===== src/rtl/instruction_fetch_pkg.sv =====
// Shared constants for the fetch stage.
// Reset vector, instruction size and handshake widths.
package instruction_fetch_pkg;

    localparam int          INSTR_BYTES = 4;
    localparam logic [31:0] RESET_PC    = 32'h0000_0000;
    localparam int          SYN_W       = 1;
    localparam int          ACK_W       = 1;

endpackage


===== src/rtl/instruction_fetch_pc_reg.sv =====
// Fetch address register: reset vector, redirect load,
// sequential increment, otherwise hold.
module fetch_pc_reg
    import instruction_fetch_pkg::*;
#(
    parameter int AW = 32
) (
    input  logic          clk,
    input  logic          rst_n,
    input  logic          load,
    input  logic          inc,
    input  logic [AW-1:0] load_addr,
    output logic [AW-1:0] addr
);

    logic [AW-1:0] addr_d;
    logic [AW-1:0] addr_q;

    // Redirect beats increment; increment wraps naturally at AW bits.
    always_comb begin
        addr_d = addr_q;
        if (load) begin
            addr_d = load_addr;
        end else if (inc) begin
            addr_d = addr_q + AW'(INSTR_BYTES);
        end
    end

    // Address state, async reset to the reset vector.
    always_ff @(posedge clk or negedge rst_n) begin
        if (!rst_n) begin
            addr_q <= AW'(RESET_PC);
        end else begin
            addr_q <= addr_d;
        end
    end

    assign addr = addr_q;

endmodule


===== src/rtl/instruction_fetch.sv =====
// Fetch stage: issues one-word requests, registers the
// returned instruction and its PC toward decode.
module instruction_fetch
    import instruction_fetch_pkg::*;
#(
    parameter int IWIDTH       = 32,
    parameter int AWIDTH_INSTR = 32,
    parameter int PC_WIDTH     = 32
) (
    input  logic                    f_clk,
    input  logic                    f_rst,
    input  logic [IWIDTH-1:0]       f_i_instr,
    input  logic                    f_i_ack,
    output logic [AWIDTH_INSTR-1:0] f_o_addr_instr,
    output logic                    f_o_syn,
    output logic [IWIDTH-1:0]       f_o_instr,
    output logic [PC_WIDTH-1:0]     f_pc,
    input  logic                    f_change_pc,
    input  logic [PC_WIDTH-1:0]     f_alu_pc_value,
    input  logic                    f_i_stall,
    output logic                    f_o_stall,
    input  logic                    f_i_ce,
    output logic                    f_o_ce,
    input  logic                    f_i_flush,
    output logic                    f_o_flush
);

    logic                accept;
    logic [IWIDTH-1:0]   instr_d, instr_q;
    logic [PC_WIDTH-1:0] pc_d, pc_q;
    logic                ce_d, ce_q;
    logic                flush_d, flush_q;

    // Requests are suppressed by anything that would discard the ack.
    assign f_o_syn   = f_i_ce & ~f_i_stall & ~f_i_flush & ~f_change_pc;
    assign f_o_stall = f_i_stall | (f_o_syn & ~f_i_ack);
    assign accept    = f_o_syn & f_i_ack;

    fetch_pc_reg #(
        .AW(AWIDTH_INSTR)
    ) u_pc_reg (
        .clk      (f_clk),
        .rst_n    (f_rst),
        .load     (f_change_pc),
        .inc      (accept),
        .load_addr(AWIDTH_INSTR'(f_alu_pc_value)),
        .addr     (f_o_addr_instr)
    );

    // Output bundle: redirect/flush kill the strobe, stall freezes it.
    always_comb begin
        instr_d = instr_q;
        pc_d    = pc_q;
        ce_d    = ce_q;
        flush_d = f_i_flush;
        if (f_change_pc || f_i_flush) begin
            ce_d = 1'b0;
        end else if (f_i_stall) begin
            ce_d = ce_q;
        end else if (accept) begin
            instr_d = f_i_instr;
            pc_d    = PC_WIDTH'(f_o_addr_instr);
            ce_d    = 1'b1;
        end else begin
            ce_d = 1'b0;
        end
    end

    // Output registers toward decode.
    always_ff @(posedge f_clk or negedge f_rst) begin
        if (!f_rst) begin
            instr_q <= '0;
            pc_q    <= '0;
            ce_q    <= 1'b0;
            flush_q <= 1'b0;
        end else begin
            instr_q <= instr_d;
            pc_q    <= pc_d;
            ce_q    <= ce_d;
            flush_q <= flush_d;
        end
    end

    assign f_o_instr = instr_q;
    assign f_pc      = pc_q;
    assign f_o_ce    = ce_q;
    assign f_o_flush = flush_q;

endmodule


===== config.mk =====
export PLATFORM = sky130hd
export DESIGN_NAME = instruction_fetch
export DESIGN_NICKNAME = d
export VERILOG_FILES = /design/src/rtl/instruction_fetch_pkg.sv /design/src/rtl/instruction_fetch_pc_reg.sv /design/src/rtl/instruction_fetch.sv
export SDC_FILE = /design/constraint.sdc
export NUM_CORES = 1
export LEC_CHECK = 0
export CORE_ASPECT_RATIO = 0.7
export CORE_MARGIN = 8
export CORE_UTILIZATION = 44
export CTS_CLUSTER_DIAMETER = 150
export DETAILED_ROUTE_END_ITERATION = 12
export HOLD_SLACK_MARGIN = 0.15
export PLACE_DENSITY = 0.9
export SYNTH_ARGS = -nofsm -noshare
export SYNTH_HDL_FRONTEND = slang
export SYNTH_SLANG_ARGS = --single-unit
export TNS_END_PERCENT = 5

===== constraint.sdc =====
create_clock -name f_clk -period 2.05 [get_ports f_clk]
set_clock_uncertainty 0.05 [all_clocks]
set_input_delay 0.615 -clock f_clk [delete_from_list [all_inputs] [get_ports f_clk]]
set_output_delay 0.615 -clock f_clk [all_outputs]
set_load 0.02 [all_outputs]

# == Word level (Yosys, flattened, before mapping) ==
# Index checks and enable logic that the tools add are counted.
# op_classes
add_sub_neg,1
mul,0
div_mod_pow,0
magnitude_cmp,0
eq_ne,1
n_shift,0
mux,5
bitwise,11
reduce_logical,3
# ops
op,count
$mux 32,2
$add 32x3->32 const B,1
$and 1x1->1,5
$not 1->1,5
$mux 1,3
$reduce_and 3->1,1
$ne 2x1->1 const B,1
$reduce_bool 2->1,1
$logic_or 1x1->1,1
$or 1x1->1,1
# totals
ff_bits,98
latchBits,0
mem_bits_rw,0
rom_bits,0
output_inout_bits,100
elab_cells,26
mem_count,0

# == Logic depth before layout (Yosys ltp) ==
# logic_depth
ltp_word,8
ltp_mapped,7
depth_no_buf,6

# == Hierarchy ==
# Synthesis repeated with hierarchy kept, for this count alone.
# unflattened
hier_cells,344
area_unflattened_um2,4455.5
# by_module_without_submodules
mod,instances,cells_each,area_per_inst_um2,seq_area_each_um2
instruction_fetch,1,144,2635.0,1651.6
fetch_pc_reg,1,200,1820.5,800.8

# == Least setup slack after synthesis ==
# OpenSTA, ideal clock, no wires.
# synth_timing
kind,input to register
from,input port f_change_pc
to,register pc_q[6] (netlist: f_pc[6])
setup_time_ns,0.118
arrival_ns,2.063
slack_ns,-0.181
cell_stages,7
path_cell_list,nor4b_2 -> nand2_1 -> clkbuf_1 -> clkbuf_1 -> clkbuf_1 -> nand2_1 -> nand2_1
# synth_via
elab_chain_cells,4
word_cells_on_any_way,6
cone_classes,4 x bitwise; 2 x reduce/logical
# synth_rtl
element,line_no,rtl
"start, declared",instruction_fetch.sv:18,"input logic f_change_pc,"
$not 1->1,instruction_fetch.sv:35,assign f_o_syn = f_i_ce & ~f_i_stall & ~f_i_flush & ~f_change_pc;
$and 1x1->1,instruction_fetch.sv:35,
$and 1x1->1,instruction_fetch.sv:37,assign accept = f_o_syn & f_i_ack;
$reduce_and 3->1 (no source line) (*),n/a,
"end signal, assigned",instruction_fetch.sv:78,pc_q <= pc_d;
"end, declared",instruction_fetch.sv:30,"logic [PC_WIDTH-1:0] pc_d, pc_q;"
# Mark *: on every way between the ends. The rest lies on a longest branch, timed or not.
# A chain may end at the register's enable or synchronous reset.

# == Final worst setup path ==
# layout_timing
from,input port f_i_flush
to,output port f_o_stall
# layout_via
elab_chain_cells,5
# layout_rtl
element,line_no,rtl
"start, declared",instruction_fetch.sv:24,"input logic f_i_flush,"
$not 1->1,instruction_fetch.sv:35,
$and 1x1->1 (2 in series),instruction_fetch.sv:35,
$and 1x1->1,instruction_fetch.sv:36,assign f_o_stall = f_i_stall | (f_o_syn & ~f_i_ack);
$or 1x1->1,instruction_fetch.sv:36,
"end, declared",instruction_fetch.sv:21,"output logic f_o_stall,"
# No other way between the ends.

==> results.py <==
metrics = {
    "grt": {
        "global_route.overflow_total": 0,
        "total_routing_usage_gr": 0.207,
        "first_global_vias": 4446,
        "grt_start_max_net_pins": 39,
        "number_of_antenna_violations_at_the_first_check_in_global_routing": 0,
        "grt_first_pass_wirelength_um": 22500,
    },
    "sta": {
        "postLayoutSetupSlackWorst_ns": 0.0379,
        "fin_crit_sh": 0.982,
        "min_cycle_time_layout_ns": 2.01,
        "slew_headroom": 0.698,
        "timing.fmax_ghz": 0.497,
        "rsz0062_at_grt": "yes",
        "worst_hold_slack_ns": 0.172,
        "setup_viol": 0,
        "worst-slew-pin-transition_ns": 0.454,
        "maxSlewViolCount": 0,
        "timing.final.hold_violations": 0,
    },
    "clock_tree": {
        "cts-hold-fix-buffers": 0,
        "latest_clock_arrival_within_the_worst_skew_pair_ns": 0.33,
        "clock_tree.htree_level_count": 3,
        "tritoncts.num_buffers": 9,
        "cts.path.max_buffers": 2,
        "tritoncts": "built",
        "worst_setup_hold_path_clk_slew_ns": 0.07,
        "clockRootBuffer": "sky130_fd_sc_hd__clkbuf_16",
        "cts.sinks": 98,
    },
    "cells_and_area": {
        "fillerInstances": 736,
        "design_area_final_mm2": 0.00675,
        "register_area_mm2": 0.00245,
        "area.growth.synth_to_final_pct": 54.3,
        "utilization": 0.697,
        "drive_gt1_frac": 0.102,
        "final_net_count": 755,
        "multiInputGateArea_mm2": 0.00182,
        "antennaDiodeCount": 0,
    },
    "yosys": {
        "synth-seq-area-share": 0.560,
        "synthesized_area_fraction_occupied_by_adder_cells": 0.00286,
        "postSynthNetCount": 567,
        "post-synth-top-area-fraction": 0.560,
        "synthSimpleGateAreaFrac": 0.295,
        "yosys_register_bits": 98,
        "synth_compound_area_frac": 0.0892,
        "yosys.area.top_type": "sky130_fd_sc_hd__dfrtp_1",
        "synthArstFlopShare": 1.00,
        "yosysMostFrequentCell": "sky130_fd_sc_hd__nand2_1",
        "synth_edf_count": 0,
        "xor_and_xnor_fraction_of_the_mapped_netlist_area": 0.0120,
        "yosys.cell_types.count": 46,
        "synth_area_mm2": 0.00438,
        "yosys-top-cells-count": "sky130_fd_sc_hd__nand2_1, sky130_fd_sc_hd__dfrtp_1, sky130_fd_sc_hd__o21ai_0",
        "synth_top_family_by_area": "simple AND/OR/NAND/NOR gates",
        "synth.area.top_cells": "sky130_fd_sc_hd__dfrtp_1, sky130_fd_sc_hd__nand2_1, sky130_fd_sc_hd__o21ai_0",
        "synth_warnings": 0,
        "post_synthesis_mux_area_share": 0.00743,
        "synthCells": 495,
        "synthFlopType": "sky130_fd_sc_hd__dfrtp_1",
        "synth.avg_cell_area_um2": 8.84,
    },
    "pwr": {
        "switching_share": 0.311,
        "total_power_mw": 6.01,
        "p_int_mw": 4.14,
        "p_clk_frac": 0.303,
        "power-per-cell-area_mw_per_mm2": 890,
        "power.share.combinational": 0.282,
        "power.leakage_nw": 3.22,
        "netSwitchingPower_mw": 1.87,
        "vdd.ir_drop.worst_uv": 518,
        "seqPwrFrac": 0.416,
    },
    "detailed_routing": {
        "avgRoutedWirePerCell_um": 17.1,
        "dr_wl_met2_um": 6870,
        "drc": 0,
        "firstDrtPassIters": 5,
        "dr.first_iter.drc_count": 244,
        "totalWireLength_um": 14000,
        "wl_met1_um": 5710,
        "routed-via-count": 4281,
        "routed-wl-met3_um": 1220,
        "drt-vias-per-instance": 5.25,
        "dr.max_layer_used": "met4",
        "drtAntennaViolNets": 0,
    },
    "floorplan": {
        "std_cell_rows": 30,
        "fp.coreArea_mm2": 0.00968,
        "die_h_um": 99.4,
        "fp.dieW_um": 135,
        "ios": 171,
        "floorplan.initialDensity": 0.452,
        "die-area_mm2": 0.0134,
    },
    "worst_hold_path": {
        "type_of_the_most_critical_hold_path": "in -> async",
    },
    "critical_path": {
        "timing.critical_path.fanout_max": 3,
        "slowest_stage": "sky130_fd_sc_hd__clkdlybuf4s15_1",
        "worst-setup-path-type": "in -> out",
        "cp-end-kind": "primary output",
        "cp.arrival_ns": 1.35,
        "worst_setup_path_startpoint": "f_i_flush",
        "critPathRequiredTime_ns": 1.38,
        "timing.rr.start": "u_pc_reg.addr[7]$_DFFE_PN0P_",
        "worstRegToRegCells": 6,
        "cp_capture_point": "f_o_stall",
        "critical_path.max_stage_delay_ns": 0.26,
        "reg2reg_setup_slack_ns": 0.07,
        "crit_path_cell_trace": "clkdlybuf4s15_1 > inv_1 > a41o_1 > buf_6",
        "worstReg2RegEnd": "u_pc_reg.addr[31]$_DFFE_PN0P_",
        "start_kind": "input pin",
    },
    "place": {
        "dpl_cell_area_mm2": 0.00642,
        "dpl.hpwl_um": 10600,
        "place_ws_ns": -0.662,
        "numPortBuffers": 170,
        "gp_congestion": 0.854,
    },
    "status": {
        "run_status": "complete, no violations",
    },
    "job": {
        "maxCapViolCount": 0,
    },
}
[layout make-up]
type	count	area share
sequential	98	0.364
timing repair buffer	204	0.291
multi-input combinational	362	0.269
clock buffer	9	0.0334
tap	128	0.0237
clock inverter	7	0.0150
inverter	8	0.00445
[worst min-delay path by stage]
stage | end | slack, ns | depth (start not counted)
after floorplan | f_o_ce$_DFFE_PN0P_ | 0.27 | 0
after global routing | f_o_instr[8]$_DFFE_PN0P_ | 0.18 | 1
after CTS | f_o_instr[8]$_DFFE_PN0P_ | 0.17 | 1
after detailed placement | f_o_instr[6]$_DFFE_PN0P_ | 0.41 | 2
after global placement | f_o_instr[7]$_DFFE_PN0P_ | 0.41 | 2
final | f_o_instr[8]$_DFFE_PN0P_ | 0.17 | 1
[layout by cell type (no fill, tap or decap), drive strengths merged, types with 3 or more instances in the layout]
cell type	netlist	layout
clkbuf	15	9
nand3	20	20
o211ai	8	8
or4	3	3
inv	7	9
a22oi	3	3
clkdlybuf4s50	0	132
and3	5	5
dlygate4sd2	0	29
o311ai	5	5
nor4	4	4
dlymetal6s2s	0	3
a31oi	3	3
dfrtp	98	98
nand2	218	218
nor3	3	3
xor2	4	4
nand4	15	15
buf	12	38
nor2	15	15
a21oi	8	8
o21ai	23	23
[power groups by stage]
stage / Clock (mW) / Combinational (mW) / Sequential, mW
5_1_grt: 1.94 / 1.82 / 2.54
4_1_cts: 1.86 / 1.71 / 2.49
3_3_place_gp: 0 / 1.70 / 2.51
3_5_place_dp: 0 / 1.74 / 2.53
2_1_floorplan: 0 / 0.330 / 2.90
6_report: 1.82 / 1.69 / 2.50
[worst max-delay path: cells and delay by family]
| family | cells | cell delay, ns |
|---|---|---|
| buf+inv | 3 | 0.48 |
| compound gates | 1 | 0.25 |
[metal layers]
| layer | global-route usage | vias to the layer above |
|---|---|---|
| li1 | - | 2041 |
| met1 | 0.254 | 2032 |
| met2 | 0.348 | 190 |
| met3 | 0.0624 | 18 |
| met4 | 0.0553 | 0 |
| met5 | 0 | - |
[per-stage QoR]
stage / setup TNS, ns / std cells
final: 0 / 816
after global routing: -0.0683 / 816
after CTS: -0.139 / 815
after detailed placement: -36.17 / 799
after global placement: -31.47 / 799
after floorplan: -0.339 / 495
[registers in the layout, summed over array words and instances (netlist names)]
name and flops:
u_pc_reg.addr 32, f_o_flush 1, f_o_instr 32, f_o_ce 1, f_pc 32
[logic make-up after synthesis]
group / Yosys count
simple gates: 292
flops: 98
compound gates: 60
buf+inv: 35
xor+xnor: 6
mux: 3
fa+ha+maj: 1
[repair_timing]
| action | CTS | global route |
|---|---|---|
| endpoints found under the setup margin | 86 | 22 |
| pin swaps | 0 | 4 |
| gates resized for setup | 45 | 12 |
| setup buffers | 0 | 1 |
No activity file was read; power rests on OpenSTA's default activity.
